File: config.mk
export PLATFORM = sky130hd
export DESIGN_NAME = ma_stage
export DESIGN_NICKNAME = d
export VERILOG_FILES = /design/src/rtl/ma_stage.sv
export SDC_FILE = /design/constraint.sdc
export NUM_CORES = 1
export LEC_CHECK = 0
export CAP_MARGIN = 10
export CORE_AREA = 10 10 131 133
export DETAILED_ROUTE_END_ITERATION = 7
export DIE_AREA = 0 0 141 143
export DONT_BUFFER_PORTS = 1
export PLACE_DENSITY = 0.55
export SLEW_MARGIN = 20
export SYNTH_ARGS = -nofsm -noshare
export SYNTH_HDL_FRONTEND = slang
export SYNTH_SLANG_ARGS = --single-unit
export TNS_END_PERCENT = 5
File: constraint.sdc
create_clock -name clk -period 2.64 [get_ports clk]
set_clock_uncertainty 0.2 [all_clocks]
set_input_delay 0.264 -clock clk [delete_from_list [all_inputs] [get_ports clk]]
set_output_delay 0.264 -clock clk [all_outputs]
set_load 0.01 [all_outputs]
File: src/rtl/ma_stage.sv
// ma_stage: memory-access pipeline stage with a two-state wait FSM and a write-back register bank.
// Ports:
//   clk, rst_n                      clock and asynchronous active-low reset
//   pc_Ma, alu_out_Ma, rs2_Ma       PC, ALU result / effective address, store data
//   inst_Ma                         instruction (0 = bubble)
//   dmem_req, dmem_we, dmem_addr,   data-memory request, store flag, word address,
//   dmem_wdata, dmem_be             lane-replicated store data, byte enables
//   dmem_ready, dmem_rdata          completion strobe and read data
//   stall_Ma                        holds the upstream stages
//   mem_err                         registered one-cycle error pulse (timeout or trap)
//   pc_Wb, alu_out_Wb,              write-back pipeline registers
//   mem_data_Wb, inst_Wb
// Optional feature: define MA_MISALIGN_TRAP_EN to trap misaligned halfword/word accesses.
module ma_stage #(
   parameter int WAIT_MAX = 15
) (
   input  logic        clk,
   input  logic        rst_n,
   input  logic [31:0] pc_Ma,
   input  logic [31:0] alu_out_Ma,
   input  logic [31:0] rs2_Ma,
   input  logic [31:0] inst_Ma,
   output logic        dmem_req,
   output logic        dmem_we,
   output logic [31:0] dmem_addr,
   output logic [31:0] dmem_wdata,
   output logic [3:0]  dmem_be,
   input  logic        dmem_ready,
   input  logic [31:0] dmem_rdata,
   output logic        stall_Ma,
   output logic        mem_err,
   output logic [31:0] pc_Wb,
   output logic [31:0] alu_out_Wb,
   output logic [31:0] mem_data_Wb,
   output logic [31:0] inst_Wb
);
   localparam logic [7:0] WMAX = 8'(WAIT_MAX);
   typedef enum logic {IDLE, BUSY} state_t;
   state_t      state, state_nx;
   logic [7:0]  cnt;
   logic [2:0]  f3;
   logic [1:0]  a;
   logic        is_load, is_store, is_st_req, trap, timeout, req, take;
   logic [7:0]  lb;
   logic [15:0] lh;
   logic [31:0] ld_data;
   assign f3       = inst_Ma[14:12];
   assign a        = alu_out_Ma[1:0];
   assign is_load  = inst_Ma[6:0] == 7'b0000011;
   assign is_store = inst_Ma[6:0] == 7'b0100011;
`ifdef MA_MISALIGN_TRAP_EN
   // Halfword accesses need an even address, word accesses a word-aligned one.
   assign trap = (is_load || is_store) && state == IDLE &&
                 (((f3 == 3'b001 || (is_load && f3 == 3'b101)) && a[0]) ||
                  (f3 == 3'b010 && a != 2'b00));
`else
   assign trap = 1'b0;
`endif
   assign lb = dmem_rdata[{a, 3'b000} +: 8];
   assign lh = a[1] ? dmem_rdata[31:16] : dmem_rdata[15:0];
   assign ld_data = f3 == 3'b000 ? {{24{lb[7]}}, lb} :
                    f3 == 3'b100 ? {24'b0, lb} :
                    f3 == 3'b001 ? {{16{lh[15]}}, lh} :
                    f3 == 3'b101 ? {16'b0, lh} :
                    f3 == 3'b010 ? dmem_rdata : 32'b0;
   always_ff @(posedge clk or negedge rst_n) begin
      if (!rst_n) state <= IDLE;
      else        state <= state_nx;
   end
   always_comb begin
      state_nx = state;
      case (state)
         IDLE:    if (req && !dmem_ready) state_nx = BUSY;
         BUSY:    if (dmem_ready || timeout) state_nx = IDLE;
         default: state_nx = IDLE;
      endcase
   end
   // Request fields come straight from the stage inputs; while stalled the upstream
   // register holds them, so they stay stable for the whole BUSY period.
   always_comb begin
      timeout    = state == BUSY && cnt == WMAX && !dmem_ready;
      req        = rst_n && (is_load || is_store) && !trap;
      is_st_req  = req && is_store;
      stall_Ma   = req && !dmem_ready && !timeout;
      take       = !stall_Ma && !timeout && !trap;
      dmem_req   = req;
      dmem_we    = is_st_req;
      dmem_addr  = req ? {alu_out_Ma[31:2], 2'b00} : 32'b0;
      dmem_be    = !is_st_req    ? 4'b0000 :
                   f3 == 3'b000 ? 4'b0001 << a :
                   f3 == 3'b001 ? 4'b0011 << {a[1], 1'b0} :
                   f3 == 3'b010 ? 4'b1111 : 4'b0000;
      dmem_wdata = !is_st_req    ? 32'b0 :
                   f3 == 3'b000 ? {4{rs2_Ma[7:0]}} :
                   f3 == 3'b001 ? {2{rs2_Ma[15:0]}} : rs2_Ma;
   end
   always_ff @(posedge clk or negedge rst_n) begin
      if (!rst_n) begin
         cnt         <= 8'd0;
         mem_err     <= 1'b0;
         pc_Wb       <= 32'b0;
         alu_out_Wb  <= 32'b0;
         mem_data_Wb <= 32'b0;
         inst_Wb     <= 32'b0;
      end else begin
         cnt         <= state == BUSY ? cnt + 8'd1 : 8'd0;
         mem_err     <= timeout || trap;
         pc_Wb       <= take ? pc_Ma : 32'b0;
         alu_out_Wb  <= take ? alu_out_Ma : 32'b0;
         mem_data_Wb <= take && is_load ? ld_data : 32'b0;
         inst_Wb     <= take ? inst_Ma : 32'b0;
      end
   end
endmodule

# Yosys cells after proc, flatten, opt, wreduce, memory -nomap -nowiden
# Index checks and enable logic that the tools add are counted.
# classes
n_reduce_logical	14
shift	3
bitwise_logic	1
mux	22
eq_ne	7
n_addsub	1
# op_table
operator	n
$mux W32	13
$shiftx A32 B6 Y8	1
$mux W16	1
$mux W4	4
$add A8 B1 Y8 const B	1
$eq A8 B4 Y1 const B	1
$logic_and A1 B1 Y1	8
$mux W8	1
$eq A7 B2 Y1 const B	1
$eq A7 B6 Y1 const B	1
$eq A3 B3 Y1 const B	2
$shl A1 B2 Y4 const A	1
$shl A2 B2 Y4 const A	1
$eq A3 B1 Y1 const B	1
$eq A3 B2 Y1 const B	1
$logic_not A1 Y1	3
$logic_not A3 Y1	1
$logic_or A1 B1 Y1	2
$mux W1	2
$pmux W1 S2	1
$not A1 Y1	1
# word_totals
regBits	138
elab_cells	55
output_inout_bits	200
input_bits	163

# Depth between registers and ports, before layout
# Gate-level depths: netlist (run 1).
# depth
depth_word	9
ltp_mapped	7
depth_no_buf	5

# Worst setup path after synthesis (run 1)
# No wires, ideal clock.
# synth_timing
path_type	input to output
from	input port inst_Ma[13]
to	output port dmem_wdata[28]
slack_ps	749
required_time_ps	2176
arrival_ps	1427
path_stages	6
n_path_buf	2
path_cell_list	buf_2 > clkinv_1 > nand2_1 > buf_2 > nor2_1 > a211oi_1
# synth_via
elab_chain_cells	4
word_cells_on_any_way	5
classes_between	eq/ne (1); mux (3); reduce/logical (1)
# synth_rtl
item	line	rtl
start, declared	22	input logic [31:0] inst_Ma,
$eq A3 B1 Y1	95	f3 == 3'b001 ? {2{rs2_Ma[15:0]}} : rs2_Ma;
$mux W32	95	
$mux W32 *	94	f3 == 3'b000 ? {4{rs2_Ma[7:0]}} :
$mux W32 *	93	dmem_wdata = !is_st_req ? 32'b0 :
end, declared	26	output logic [31:0] dmem_wdata,
# Every way passes the cells marked *; elsewhere a longest branch is shown, timed or not.

# Worst setup path in the final report (run 1)
# layout_timing
from	input port inst_Ma[13]
to	output port dmem_wdata[26]
# The elaborated chain is that of the path after synthesis.

==> results of run 1 <==
[metal layers]
| metal | global-route usage, % | vias to the layer above | wire (µm) |
|---|---|---|---|
| met5 | 0 | - | 0 |
| met4 | 10.3 | 0 | 720 |
| met3 | 8.86 | 68 | 2490 |
| met2 | 37.9 | 346 | 11800 |
| met1 | 23.0 | 2330 | 7840 |
| li1 | - | 2124 | - |
[layout make-up]
| type | instances | area, µm² | area share, % |
|---|---|---|---|
| Timing Repair Buffer | 172 | 1660 | 20.1 |
| Sequential cell | 138 | 3450 | 41.8 |
| Clock buffer | 19 | 433 | 5.24 |
| Tap cell | 184 | 230 | 2.79 |
| Inverter | 7 | 30.0 | 0.364 |
| Clock inverter | 13 | 193 | 2.33 |
| Multi-Input combinational cell | 363 | 2260 | 27.3 |
[worst register-to-register path, cell delays in order, from the launching register on]
cell and delay, ns:
sky130_fd_sc_hd__dfrtp_1 0.39, sky130_fd_sc_hd__ha_1 0.24, sky130_fd_sc_hd__and3_1 0.25, sky130_fd_sc_hd__a41oi_2 0.22
sky130_fd_sc_hd__o2111ai_2 0.14, sky130_fd_sc_hd__buf_6 0.22, sky130_fd_sc_hd__a211oi_1 0.23, sky130_fd_sc_hd__dlygate4sd3_1 0.57
[power by group]
group | internal (µW) | total, µW | leakage [µW] | switching, µW
Sequential | 2190 | 2290 | 0.00171 | 90.6
Combinational | 232 | 381 | 0.00168 | 150
Clock | 1590 | 2490 | 0.000298 | 900
[state kept, by name, indices dropped and copies added (netlist names)]
signal,count
alu_out_Wb,32
cnt,8
inst_Wb,32
mem_data_Wb,32
mem_err,1
pc_Wb,32
state,1
[layout by cell type (no fill, tap or decap), types with 6 or more instances in the layout]
| cell | n |
|---|---|
| sky130_fd_sc_hd__dfrtp_1 | 138 |
| sky130_fd_sc_hd__dlygate4sd3_1 | 137 |
| sky130_fd_sc_hd__nor2b_1 | 94 |
| sky130_fd_sc_hd__a21oi_1 | 49 |
| sky130_fd_sc_hd__nand2_1 | 42 |
| sky130_fd_sc_hd__and2_1 | 39 |
| sky130_fd_sc_hd__buf_4 | 32 |
| sky130_fd_sc_hd__nor2_1 | 22 |
| sky130_fd_sc_hd__nor3_1 | 20 |
| sky130_fd_sc_hd__clkbuf_16 | 17 |
| sky130_fd_sc_hd__and3_1 | 11 |
| sky130_fd_sc_hd__a211oi_1 | 10 |
| sky130_fd_sc_hd__mux2i_1 | 10 |
| sky130_fd_sc_hd__nand3_1 | 8 |
| sky130_fd_sc_hd__a22oi_1 | 7 |
| sky130_fd_sc_hd__inv_1 | 6 |
[what timing repair did]
| action | in CTS | in global routing |
|---|---|---|
| setup endpoints to repair | 0 | 10 |
| resized for setup | 0 | 4 |
| setup buffers | 0 | 0 |
| hold endpoints to repair | 268 | 138 |
[worst paths after layout]
path | endpoint | cells past startpoint | slack [ns] | from
worst min register to register | cnt[0] | 1 | 0.25 | cnt[0]
worst min-delay path | mem_data_Wb[9] | 0 | -0.65 | rst_n
worst max register to register | mem_data_Wb[13] | 7 | 0.12 | cnt[0]
worst max-delay path | dmem_wdata[26] | 7 | 0.05 | inst_Ma[13]
min in group clk | mem_data_Wb[30] | 3 | 0.04 | dmem_rdata[15]
max in group asynchronous | pc_Wb[29] | 0 | 2.67 | rst_n
[through the flow]
| step | cell area (µm²) | utilization [%] | setup WS, ns | cells | power (µW) |
|---|---|---|---|---|---|
| after floorplan | 5900 | - | 0.749 | 548 | 2480 |
| after global placement | 6240 | 43.3 | 0.585 | 727 | 2520 |
| after detailed placement | 6240 | 43.3 | 0.566 | 727 | 2520 |
| after CTS | 8240 | 57.1 | 0.00247 | 896 | 5210 |
| after global routing | 8260 | 57.3 | 0.00324 | 896 | 5350 |
| final | 8260 | 57.3 | 0.0496 | 896 | 5160 |
[kinds of logic (layout without fill, tap and decap cells)]
family	after synthesis	in the layout	share of synthesized area [%]
XOR/XNOR	6	6	0.892
AND/OR/NAND/NOR	250	250	23.7
other	1	2	0.0636
multiplexers	17	17	3.80
flip-flops	138	138	58.6
AO/OA/AOI/OAI	87	87	9.09
buffers and inverters	47	211	3.63
adder cells (fa/ha/maj)	1	1	0.212
==> summary by stage, run 1 <==
Placement
At the end of routability-driven placement, the weighted congestion stood at 0.817. The HPWL after detailed placement is 15,700 µm. The port buffer count is 0.

Drt
For this block, the initial DRC count from the detailed router was 393. The iteration count of the initial detailed-routing pass is 5. The wire length after detailed routing is 22,800 µm. The number of nets with antenna violations after detailed routing is 0. Using the TritonRoute via totals, the vias-per-cell ratio works out to 5.43. After detailed routing, the number of remaining DRC violations is 0. The detailed-route wire length per cell is 25.5 µm. The detailed-route via count is 4,868.

Critical path
The critical path arrival is 2.13 ns. Walking the worst path, the cells encountered are dlygate4sd3_1, clkinvlp_4, nand2_1, buf_4, nor2_1, a211oi_1, buf_4. The cell with the most instances on the worst path is sky130_fd_sc_hd__buf_4. The worst-path maximum fanout is 24. Broken down by cell family, the worst path's largest delay share belongs to buffers and inverters. By startpoint and endpoint, the worst setup path is classified as primary input to primary output. The worst path buffer plus inverter count is 4. The required time at the worst-slack endpoint is 2.18 ns.

For this run, the slowest stage of the critical path takes 0.63 ns. Among all stages on the critical path, the largest delay is contributed by sky130_fd_sc_hd__dlygate4sd3_1. The sort of element at the start of the critical path is a primary input. The type of destination of the critical path is a primary output.

Synthesis
Ranked by total cell area, the synthesized netlist is headed by sky130_fd_sc_hd__dfrtp_1 (59%), sky130_fd_sc_hd__nor2b_1 (10%), sky130_fd_sc_hd__a21oi_1 (4.2%). Sequential cells were found to cover 58.6% of the synthesized design area. In this run, synthesis inferred 0 flip-flops with an integrated enable. Counting flops with an async set or reset pin after synthesis yields a share of 100%.

The mean instance size in the synthesized netlist is 10.8 µm². Yosys printed 0 warnings. The synthesized instance count is 547.

Of the post-synthesis cell area, the dominant cell type holds 58.6%. The count of state elements after synthesis is 138. The most instantiated library cell after synthesis is sky130_fd_sc_hd__dfrtp_1.

Summing every instance area after synthesis gives 0.00589 mm². In the synthesized netlist the dominant register cell turns out to be sky130_fd_sc_hd__dfrtp_1. The top cell type by total area after synthesis is sky130_fd_sc_hd__dfrtp_1. Counting distinct cell types in the post-synthesis netlist gives 46. By count the netlist is led by sky130_fd_sc_hd__dfrtp_1 (138), sky130_fd_sc_hd__nor2b_1 (95), sky130_fd_sc_hd__a21oi_1 (49).

Die
From left edge to right edge, the die measures 141 µm. The floorplan step defined a die boundary enclosing 0.0202 mm². For this configuration, the core starts out at a cell density of 40.8%. After floorplanning, the core was divided into 44 placement rows. In this run the vertical extent of the chip is 143 µm. 363 I/O pins were placed. The core region is 0.0144 mm².

Global route
The number of antenna violations at the first check in global routing was 0. The first global-routing pass estimated 34,100 µm of wire. Global routing used 21.9% of the available tracks across all layers. The number of global-route vias before repair is 5,321. Entering global routing, the biggest net connects 142 pins. The total overflow left after global routing is 0.

STA
The hold violation total from the final report is 138. Setup repair after global routing left no endpoint under its margin. Across all hold checks on the routed design, the worst slack comes to -0.654 ns. At the pin with the least slew margin, the transition time is 0.638 ns. The final-report setup violation count is 0.

The max-slew headroom at the worst pin is 57.2%. The top achievable clock speed is 386 MHz. The final clock period utilization by the worst path is 98.1%. The setup total negative slack is 0 ns. The number of pins with negative max-slew slack in the final report came to 0.

The smallest clock period supported by the final layout is computed as 2.59 ns.

Clocking
The insertion delay of the later-clocked pin in the worst-skew pair is 0.41 ns. The cell sitting at the root of the clock tree is a sky130_fd_sc_hd__clkbuf_16. The clock transition at the registers of the reported paths is 0.06 ns. The count of clock tree sinks is 138.

The TritonCTS buffer count is 17. In this run the deepest clock path goes through 2 buffers. Buffers inserted to repair hold after CTS numbered 137.

The TritonCTS clock tree is yes. The maximum level of the CTS H-tree is 4.

Power and ir drop
VDD sags by at most 0.000425 V. The leakage dissipation is 0.00369 µW. The total power density per cell area is 624 mW/mm².

Run
Across the run, the number of max-cap violations was 0.

Outcome
The run finished, with violations left. The checks that failed: negative hold slack.

Cells and area
The post-route netlist has 11.7% of its cells at a drive strength greater than 1. At the end of the flow, the number of nets in the layout was 863. The repair_antennas step left the layout with diodes totalling 0.

Compared with the post-synthesis result, the final layout area differs by 40.2%. The filler cells instantiated in the layout total 1,156.

Hold path
The path class of the tightest hold or removal check is primary input to asynchronous set/reset pin.
Power figures use the tool's default switching activity.
==> run 2: changes to the inputs <==
--- a/config.mk
+++ b/config.mk
@@ -7,6 +7,7 @@
 export LEC_CHECK = 0
 export CAP_MARGIN = 10
 export CORE_AREA = 10 10 131 133
+export CTS_BUF_LIST = sky130_fd_sc_hd__clkbuf_16
 export DETAILED_ROUTE_END_ITERATION = 7
 export DIE_AREA = 0 0 141 143
 export DONT_BUFFER_PORTS = 1
==> run 2 against run 1 <==
The flow still finishes with violations (negative hold slack). Sequential power is essentially flat. Power down 0.17%. Register-to-register slack barely moved. Critical path depth unchanged. Non-clock buffer count did not move. Combinational power barely moved. Final area unchanged. Die area unchanged. Setup slack better by 0.012 ns. Hold slack better by 0.0010 ns. Critical endpoint is now dmem_wdata[31]. Highest routed layer unchanged.
==> summary by stage, run 2 (same netlist as run 1, synthesis figures left out) <==
Global route
The maximum number of pins on one net before global-route repair is 142. The number of global-route vias before repair is 5,321. The wire length of the first global-routing pass is 34,100 µm.

For this run the aggregate overflow at the end of global routing stands at 0. The number of antenna violations at the first check in global routing is 0. Across every metal layer, demand over resource in global routing totals 21.9%.

Clocking
In this run the deepest clock path goes through 2 buffers. In this run, CTS created clock tree buffers numbering 17. The master cell of the clock root buffer is sky130_fd_sc_hd__clkbuf_16. The insertion delay of the later-clocked pin in the worst-skew pair is 0.41 ns. The clock transition at the registers of the reported paths is 0.06 ns. In this run the number of H-tree levels came out at 4. The count of clock tree sinks is 138. In this run, post-CTS hold repair placed 137 buffers. TritonCTS built the clock tree.

Drt
In the final routed layout, each cell accounts on average for 25.5 µm. After detailed routing, the number of vias per cell comes to 5.43. Before antenna repair, the detailed router went through 5 iterations. Wires add up to 22,800 µm.

The DRC violation count after routing is 0. The number of nets with antenna violations after detailed routing is 0. Across all layers, the routed design uses 4,862 vias. The first routing iteration left 515 violations.

Placement
Summing all placed instances gives a cell area of 0.00624 mm². Prior to clock tree synthesis, the placed netlist has a worst setup slack of 0.566 ns. In this run the tool buffered the top-level ports with 0 buffer cells.

The detailed-placement wirelength estimate is 15,700 µm. The congestion estimate from routability-driven global placement came to 0.817. After detailed placement, the design holds a cell count of 727.

Cells and area
Summing all multi-input logic gate instances after layout gives 0.00226 mm². The synthesis-to-layout area growth is 40.2%. The post-route non-filler standard cell count is 896.

The layout filler cell count is 1,156. In the final layout, the share of cells above drive strength 1 is 11.7%. The finished cells cover 0.00826 mm².

The sequential cell area is 0.00345 mm². In the layout the commonest cells are sky130_fd_sc_hd__dfrtp_1 (138), sky130_fd_sc_hd__dlygate4sd3_1 (137), sky130_fd_sc_hd__nor2b_1 (94). The most frequent standard cell in the layout excluding fill and tap cells is sky130_fd_sc_hd__dfrtp_1. The antenna diode instance count is 0. The number of nets in the layout is 863.

STA
The minimum period implied by the final worst setup slack is 2.58 ns. The worst path uses 97.7% of the clock period. The max-slew headroom at the worst pin is 55.6%. The setup total negative slack is 0 ns. Derived from the worst setup path, the maximum achievable clock frequency is 388 MHz.

The number of pins with negative max-slew slack in the final report is 0. Setup violations remaining at the end of the flow were counted as 0. Setup repair after global routing left no endpoint under its margin. The final worst slack is 0.0613 ns. For the pin with the worst max-slew slack, the measured transition is 0.663 ns. The hold violation total from the final report is 138. Final hold analysis gives a worst-case slack of -0.653 ns.

Critical path
The worst-path maximum fanout is 24. The critical path arrival is 2.11 ns. The type of destination of the critical path is a primary output. The required time at the worst-slack endpoint is 2.18 ns. The sort of element at the start of the critical path is a primary input. The worst setup path is of the primary input to primary output kind.

Power and ir drop
The analysis attributes to cell leakage a power of 0.00369 µW. IR analysis of the VDD net gives a maximum drop of 0.000423 V. In this run the power density over the cells is 623 mW/mm².

Outcome
The checks that failed: negative hold slack. The flow ran to the end, but the final reports show violations.

Run
Max-cap violations in this run came to 0.

Die
The die extent in y is 143 µm. The die is 141 µm wide. The region available for standard cell placement spans 0.0144 mm². The floorplan has 44 rows.

The die area is 0.0202 mm². 363 I/O pins were placed. The initial utilization of the core area, before any placement, comes to 40.8%.

Hold path
The tightest min-delay check is of the primary input to asynchronous set/reset pin type.
==> run 2: layout make-up <==
class,instances,area share [%]
sequential,138,41.8
multi-input combinational,363,27.3
timing repair buffer,172,20.1
clock buffer,17,5.15
tap,184,2.79
clock inverter,15,2.42
inverter,7,0.364
==> run 2: worst max-delay path: stages <==
cell	delay [ns]
sky130_fd_sc_hd__dlygate4sd3_1	0.63
sky130_fd_sc_hd__clkinvlp_4	0.24
sky130_fd_sc_hd__nand2_1	0.14
sky130_fd_sc_hd__buf_4	0.27
sky130_fd_sc_hd__nor2_1	0.08
sky130_fd_sc_hd__a211oi_1	0.29
sky130_fd_sc_hd__buf_4	0.18
==> run 2: path summary, 6_finish.rpt <==
check,slack (ns),from,endpoint,cells past startpoint
setup / recovery,0.06,inst_Ma[13],dmem_wdata[31],7
hold / removal,-0.65,rst_n,mem_data_Wb[9],0
setup reg to reg,0.12,cnt[0],mem_data_Wb[13],7
hold reg to reg,0.25,cnt[0],cnt[0],1
max in group asynchronous,2.67,rst_n,mem_data_Wb[29],0
min in group clk,0.04,dmem_rdata[15],mem_data_Wb[30],3
==> run 2: where the power goes <==
part	switching [µW]	internal, µW
clock network	899	1580
logic	149	232
registers	90.7	2190
==> run 2: through the flow <==
stage / utilization (%) / power [µW]
CTS: 57.1 / 5200
finish: 57.3 / 5150
detailed placement: 43.3 / 2520
floorplan: - / 2480
global route: 57.3 / 5340
global placement: 43.3 / 2520
==> run 2: timing repair <==
item,in CTS,in global routing
endpoints found under the hold margin,268,138
setup buffers,0,0
endpoints found under the setup margin,0,10
gates resized for setup,0,4
==> run 2: metal layers <==
metal | part of all wire [%] | wire, µm | GRT usage [%]
met2 | 52 | 11800 | 37.9
met5 | 0 | 0 | 0
met1 | 34 | 7820 | 23.0
met4 | 2.9 | 659 | 10.3
met3 | 11 | 2490 | 8.86
